==> config.mk <==
export PLATFORM = sky130hd
export DESIGN_NAME = irrigation_zone_controller
export DESIGN_NICKNAME = d
export VERILOG_FILES = /design/src/rtl/irrigation_zone_controller.sv
export SDC_FILE = /design/constraint.sdc
export NUM_CORES = 1
export LEC_CHECK = 0
export ABC_AREA = 1
export CAP_MARGIN = 20
export CORE_UTILIZATION = 30
export CTS_BUF_LIST = sky130_fd_sc_hd__clkbuf_16
export CTS_CLUSTER_DIAMETER = 100
export DETAILED_ROUTE_END_ITERATION = 10
export MAX_ROUTING_LAYER = met4
export PLACE_DENSITY = 0.57
export SLEW_MARGIN = 30
export SYNTH_ARGS = -nofsm -noshare
export SYNTH_HDL_FRONTEND = slang
export SYNTH_SLANG_ARGS = --single-unit
==> constraint.sdc <==
create_clock -name clock -period 2.5 [get_ports clock]
set_clock_uncertainty 0.15 [all_clocks]
set_input_delay 0.5 -clock clock [delete_from_list [all_inputs] [get_ports clock]]
set_output_delay 0.5 -clock clock [all_outputs]
set_load 0.01 [all_outputs]
==> src/rtl/irrigation_zone_controller.sv <==
// Multi-zone irrigation controller: round-robin zone grant, reservoir level tracking, refill and cleaning.
// Optional grant timeout enabled by defining IRRIG_TIMEOUT_EN.
module irrigation_zone_controller #(
    parameter int ZONES        = 4,
    parameter int LEVEL_W      = 3,
    parameter int LEVEL_INIT   = 2**LEVEL_W - 1,
    parameter int SPR_DIV      = 1,
    parameter int DRIP_DIV     = 2,
    parameter int FILL_DIV     = 1,
    parameter int CLEAN_CYCLES = 3,
    parameter int TIMEOUT      = 16
) (
    input  logic               clock,
    input  logic               reset,
    input  logic [ZONES-1:0]   req_spr,
    input  logic [ZONES-1:0]   req_drip,
    input  logic               fert,
    output logic [ZONES-1:0]   valve_open,
    output logic               mode,
    output logic               fill,
    output logic               clean,
    output logic [LEVEL_W-1:0] level,
    output logic [1:0]         state,
    output logic               error
);

    typedef enum logic [1:0] {
        ST_IDLE  = 2'b00,
        ST_FILL  = 2'b01,
        ST_WATER = 2'b10,
        ST_CLEAN = 2'b11
    } state_t;

    localparam int PTR_W    = $clog2(ZONES);
    localparam int MAX_A    = (SPR_DIV > DRIP_DIV) ? SPR_DIV : DRIP_DIV;
    localparam int MAX_B    = (FILL_DIV > CLEAN_CYCLES) ? FILL_DIV : CLEAN_CYCLES;
    localparam int STEP_MAX = (MAX_A > MAX_B) ? MAX_A : MAX_B;
    localparam int STEP_W   = $clog2(STEP_MAX + 1);
    localparam logic [LEVEL_W-1:0] LEVEL_FULL = {LEVEL_W{1'b1}};
    localparam logic [ZONES-1:0]   ONE_HOT0   = {{(ZONES-1){1'b0}}, 1'b1};

    state_t             state_q, state_d;
    logic [LEVEL_W-1:0] level_q, level_d;
    logic [ZONES-1:0]   valve_q, valve_d;
    logic               mode_q, mode_d;
    logic               fill_q, fill_d;
    logic               clean_q, clean_d;
    logic               error_q, error_d;
    logic [PTR_W-1:0]   ptr_q, ptr_d;
    logic               fert_q, fert_d;
    logic               pend_q, pend_d;
    logic [STEP_W-1:0]  step_q, step_d;

    logic [ZONES-1:0]   valid_s;
    logic               conflict_s;
    logic               water_step_s;
    logic               timeout_s;
    logic               found_s;
    logic               hit_s;
    logic [PTR_W-1:0]   grant_s;
    logic [PTR_W-1:0]   cand_s;

    assign valid_s      = req_spr ^ req_drip;
    assign conflict_s   = |(req_spr & req_drip);
    assign water_step_s = mode_q ? (step_q == STEP_W'(SPR_DIV - 1))
                                 : (step_q == STEP_W'(DRIP_DIV - 1));

`ifdef IRRIG_TIMEOUT_EN
    localparam int GCNT_W = $clog2(TIMEOUT + 1);
    logic [GCNT_W-1:0] gcnt_q, gcnt_d;

    assign timeout_s = (state_q == ST_WATER) && (gcnt_q == GCNT_W'(TIMEOUT - 1));

    // Grant-length counter, zeroed whenever the controller is outside WATER.
    always_comb begin
        if (state_q == ST_WATER) begin
            gcnt_d = gcnt_q + GCNT_W'(1);
        end else begin
            gcnt_d = '0;
        end
    end

    // Grant-length counter register.
    always_ff @(posedge clock or posedge reset) begin
        if (reset) begin
            gcnt_q <= '0;
        end else begin
            gcnt_q <= gcnt_d;
        end
    end
`else
    logic unused_timeout_s;
    assign timeout_s        = 1'b0;
    assign unused_timeout_s = ^TIMEOUT;
`endif

    // Round-robin search: first valid zone after the pointer, wrapping modulo ZONES.
    always_comb begin
        found_s = 1'b0;
        hit_s   = 1'b0;
        grant_s = ptr_q;
        cand_s  = ptr_q;
        for (int i = 1; i <= ZONES; i++) begin
            cand_s  = PTR_W'((int'(ptr_q) + i) % ZONES);
            hit_s   = valid_s[cand_s] & ~found_s;
            grant_s = hit_s ? cand_s : grant_s;
            found_s = found_s | valid_s[cand_s];
        end
    end

    // Next-state and registered-output logic.
    always_comb begin
        state_d = state_q;
        level_d = level_q;
        valve_d = valve_q;
        mode_d  = mode_q;
        fill_d  = fill_q;
        clean_d = clean_q;
        ptr_d   = ptr_q;
        fert_d  = fert_q;
        pend_d  = pend_q;
        step_d  = step_q + STEP_W'(1);
        error_d = conflict_s | timeout_s;
        case (state_q)
            ST_IDLE: begin
                step_d = '0;
                if (level_q == '0) begin
                    state_d = ST_FILL;
                    fill_d  = 1'b1;
                end else if (pend_q) begin
                    state_d = ST_CLEAN;
                    clean_d = 1'b1;
                end else if (found_s) begin
                    state_d = ST_WATER;
                    valve_d = ONE_HOT0 << grant_s;
                    mode_d  = req_spr[grant_s];
                    fert_d  = fert;
                    ptr_d   = grant_s;
                end else begin
                    state_d = ST_IDLE;
                end
            end
            ST_WATER: begin
                if (water_step_s) begin
                    step_d  = '0;
                    level_d = (level_q != '0) ? level_q - LEVEL_W'(1) : level_q;
                end else begin
                    level_d = level_q;
                end
                // Running dry wins over both timeout and release.
                if (water_step_s && (level_q == LEVEL_W'(1))) begin
                    state_d = ST_FILL;
                    fill_d  = 1'b1;
                    step_d  = '0;
                end else if (timeout_s || !valid_s[ptr_q]) begin
                    state_d = ST_IDLE;
                end else begin
                    state_d = ST_WATER;
                end
                if (state_d != ST_WATER) begin
                    valve_d = '0;
                    pend_d  = pend_q | (mode_q & fert_q);
                end else begin
                    valve_d = valve_q;
                end
            end
            ST_FILL: begin
                if (step_q == STEP_W'(FILL_DIV - 1)) begin
                    step_d  = '0;
                    level_d = (level_q != LEVEL_FULL) ? level_q + LEVEL_W'(1) : level_q;
                    if (level_d == LEVEL_FULL) begin
                        fill_d  = 1'b0;
                        clean_d = pend_q;
                        state_d = pend_q ? ST_CLEAN : ST_IDLE;
                    end else begin
                        state_d = ST_FILL;
                    end
                end else begin
                    state_d = ST_FILL;
                end
            end
            ST_CLEAN: begin
                if (step_q == STEP_W'(CLEAN_CYCLES - 1)) begin
                    clean_d = 1'b0;
                    pend_d  = 1'b0;
                    step_d  = '0;
                    state_d = ST_IDLE;
                end else begin
                    state_d = ST_CLEAN;
                end
            end
            default: begin
                state_d = ST_IDLE;
            end
        endcase
    end

    // State and output registers.
    always_ff @(posedge clock or posedge reset) begin
        if (reset) begin
            state_q <= ST_IDLE;
            level_q <= LEVEL_W'(LEVEL_INIT);
            valve_q <= '0;
            mode_q  <= 1'b0;
            fill_q  <= 1'b0;
            clean_q <= 1'b0;
            error_q <= 1'b0;
            ptr_q   <= PTR_W'(ZONES - 1);
            fert_q  <= 1'b0;
            pend_q  <= 1'b0;
            step_q  <= '0;
        end else begin
            state_q <= state_d;
            level_q <= level_d;
            valve_q <= valve_d;
            mode_q  <= mode_d;
            fill_q  <= fill_d;
            clean_q <= clean_d;
            error_q <= error_d;
            ptr_q   <= ptr_d;
            fert_q  <= fert_d;
            pend_q  <= pend_d;
            step_q  <= step_d;
        end
    end

    assign valve_open = valve_q;
    assign mode       = mode_q;
    assign fill       = fill_q;
    assign clean      = clean_q;
    assign level      = level_q;
    assign state      = state_q;
    assign error      = error_q;

endmodule

==> summary by stage <==
Timing
The smallest clock period supported by the final layout is computed as 2.21 ns. The worst pin sits at a relative slew slack of 76.0%. The total count of max-transition violations in the final report is 0.

The setup slack of the critical path after layout is 0.288 ns. Setup violations remaining at the end of the flow were counted as 0. Setup repair after global routing left no endpoint under its margin.

The number of hold violations in the final report is 0. The maximum clock frequency is 0.452 GHz. On the final layout, the worst hold slack is 0.329 ns. For the pin with the worst max-slew slack, the measured transition is 0.359 ns. In the finished design, the share of the clock period the worst path needs comes to 88.5%.

Synth
The synthesized area is 1510 sq um. The fraction of registers with async set/reset is 100%. By count the netlist is led by 73 x nand2_1, 23 x inv_1, 15 x nor2_1, 14 x dfrtp_1, 14 x nand3_1. In the synthesized netlist the dominant register cell turns out to be dfrtp_1. The count of mapped cells out of synthesis is 214. Synthesis produced a netlist with a net count of 238. Summed over all instances, the cell type with the most area after synthesis is dfrtp_1. The flip-flop and latch count after synthesis is 19. The dominant cell by count in the synthesized netlist is nand2_1. After synthesis, the cell types taking the most area are dfrtp_1 23%, nand2_1 18%, ha_1 11%. After synthesis, the netlist uses 31 different library cells. Of the synthesized area, sequential elements account for 31.8%. The count of flip-flops with a built-in enable after synthesis is 0. The area share of the largest cell type after synthesis is 23.1%.

The number of warnings reported in the yosys synthesis log is 0. The average instance in the mapped netlist occupies 7.07 sq um.

Die
The count of pins on the block boundary is 24. The region available for standard cell placement spans 4790 sq um. The die is 73.0 microns wide.

The die span in y is 73.0 microns. The floorplan row count is 25. The starting utilization of the core area is 31.6%. The die covers 5330 sq um.

Placed design
The detailed placer's ending HPWL is 2.65 mm. The total placed cells including tap cells is 307. The count of buffers from port buffering is 23. The congestion estimate from routability-driven global placement came to 0.861. Timing analysis after detailed placement gives a worst setup slack of 0.00415 ns.

Routing
Dividing the detail-routed wire length by the instance count gives 10.9 microns. Detailed routing inserted a total of 1395 vias. The routed design has 3.38 mm of wire. The DRC violations left is 0. In the routed layout, each cell is associated on average with a via count of 4.49. The count of TritonRoute iterations in the first routing pass is 4. Once detail routing completed, the nets flagged for antenna violations numbered 0. The number of DRC markers in iteration 0 is 64.

Final layout
Cells with a size suffix above 1 make up 14.8% of the layout. After the flow finishes, the layout carries non-filler instances totaling 311. The filler cells instantiated in the layout total 513. The area overhead of the layout relative to synthesis is 27.2%. The final layout contains 269 nets. Cells fill 40.2% of the core in the end.

0 antenna diodes ended up in the layout.

CTS
Counting along the longest clock path gives a buffer depth of 2. Clock tree synthesis inserted a total of 3 buffers. The total clock sinks is 19. CTS built an H-tree with a depth of 1. The TritonCTS clock tree is done. The clock insertion delay at the later pin of the skew report is 0.25 ns. After clock tree synthesis, the repair step resized 0 gates. The clock root buffer is clkbuf_16. The clock edge transition at the registers on the reported setup and hold paths is 0.05 ns.

The post-CTS repair timing setup buffer count is 0. The number of buffers inserted for hold repair after clock tree synthesis is 0.

Worst hold path
The class of the most critical hold timing path is flip-flop to flip-flop.

Power
The internal portion of the total power is 1.33 mW. Per report_power, the combinational group accounts for 63.2% of the total. The leakage power is 0.975 nW.

In this run, the clock network consumes 12.5% of the power. In this run the power density over the cells is 1340 nW/um^2. The switching fraction of total power is 48.5%.

The worst-case IR drop observed on VDD is 0.428 mV. The switching power total is 1.25 mW. The relative contribution of sequential cells to total power is 24.3%.

The total power is 2.58 mW.

Setup path
Across all register-to-register paths, the minimum setup slack is 0.51 ns. STA classifies the critical path startpoint as an input pin. The critical path data arrival time is 2.20 ns. The endpoint kind of the worst setup timing path is a flip-flop. In this run the worst path has a maximum fanout of 6.

By startpoint and endpoint, the worst setup path is classified as input pin to flip-flop. The data required time at the worst endpoint is 2.49 ns.

GRT
The number of global-route vias before repair is 1303. The initial antenna violation count is 0. The sum of overflow across all layers after global routing is 0.

The first global-routing pass estimated 5.78 mm of wire. The maximum number of pins on one net before global-route repair is 20. Global routing consumed, over all layers together, 14.4% of the routing resources.

Run status
The run finished with clean final reports.

Run
Across the run, the number of max-cap violations was 0.
-- layout make-up --
class	instances	area, sq um	share of cell area (%)
clock buffers	3	75.1	3.90
clock inverters	1	3.75	0.195
inverters	28	105	5.46
multi-input cells	165	908	47.2
flip-flops and latches	19	482	25.0
well taps	67	83.8	4.35
repair buffers	28	268	13.9
-- state kept, by name, indices dropped and copies added, names as in the netlist, named ones only --
name        count
clean           1
pend_q          1
level           2
valve_open      4
fill            1
mode            1
state           2
error           1
fert_q          1
step_q          2
ptr_q           2
-- per-layer routing --
metal | track usage, % | wire, microns
met5 | - | 0
met4 | 6.10 | 61
met3 | 2.49 | 91
met2 | 23.9 | 1660
met1 | 17.3 | 1580
-- layout by cell type, fill, tap and decap left out, drive strengths merged --
cell type | Yosys | final
o211ai | 2 | 2
a31oi | 2 | 2
ha | 13 | 13
nor3 | 3 | 3
and2 | 1 | 1
o31ai | 1 | 1
a21oi | 7 | 7
nand3 | 19 | 19
buf | 2 | 5
dfrtp | 14 | 14
a32oi | 1 | 1
o22ai | 1 | 1
or4 | 1 | 1
clkdlybuf4s50 | 0 | 23
nand4 | 1 | 1
nand2 | 83 | 83
o21ai | 9 | 9
clkbuf | 0 | 3
dfstp | 5 | 5
nor2 | 17 | 17
xor2 | 3 | 3
inv | 28 | 29
a22oi | 1 | 1
-- power groups by stage --
stage	sequential (mW)	combinational [mW]	clock, mW
2_1_floorplan	0.616	1.17	0
6_report	0.629	1.63	0.323
3_5_place_dp	0.632	1.64	0
4_1_cts	0.631	1.65	0.333
3_3_place_gp	0.631	1.64	0
5_1_grt	0.651	1.85	0.345
-- through the flow --
step           instance area (sq um)  setup TNS, ns
6_report                        1930              0
2_1_floorplan                   1510              0
4_1_cts                         1930              0
5_1_grt                         1930              0
3_5_place_dp                    1850              0
3_3_place_gp                    1850        -0.0184
-- worst paths after layout --
kind	start	end	depth (start not counted)
max	req_spr[2]	mode	16
min in group asynchronous	reset	valve_open[1]	3
min	fill	fill	2
max reg2reg	ptr_q[0]	mode	13
max in group asynchronous	reset	ptr_q[1]	3
min reg2reg	fill	fill	2
-- kinds of logic (layout without fill, tap and decap cells) --
kind of cell / Yosys count / after routing / share of synthesized area (%)
xor gates and xnor gates: 3 / 3 / 1.74
AOI/OAI and AO/OA: 24 / 24 / 9.34
buffers and inverters: 30 / 60 / 8.18
and+or+nand+nor: 125 / 125 / 38.2
DFF: 19 / 19 / 31.8
adders and majority gates: 13 / 13 / 10.7
-- worst max-delay path, cell delays in order --
cell and delay (ns):
clkdlybuf4s50_1 0.42, ha_1 0.35, inv_1 0.07, nand2_1 0.04
nand2_1 0.08, nand2_1 0.06, nand2_2 0.12, nand2_1 0.07
nand2_1 0.07, nand3_2 0.06, nand2_2 0.11, inv_2 0.05
nand2_1 0.06, nand2_1 0.04, nand2_1 0.05, nand2_1 0.04
Note: power is estimated with default switching activity, not from simulation.
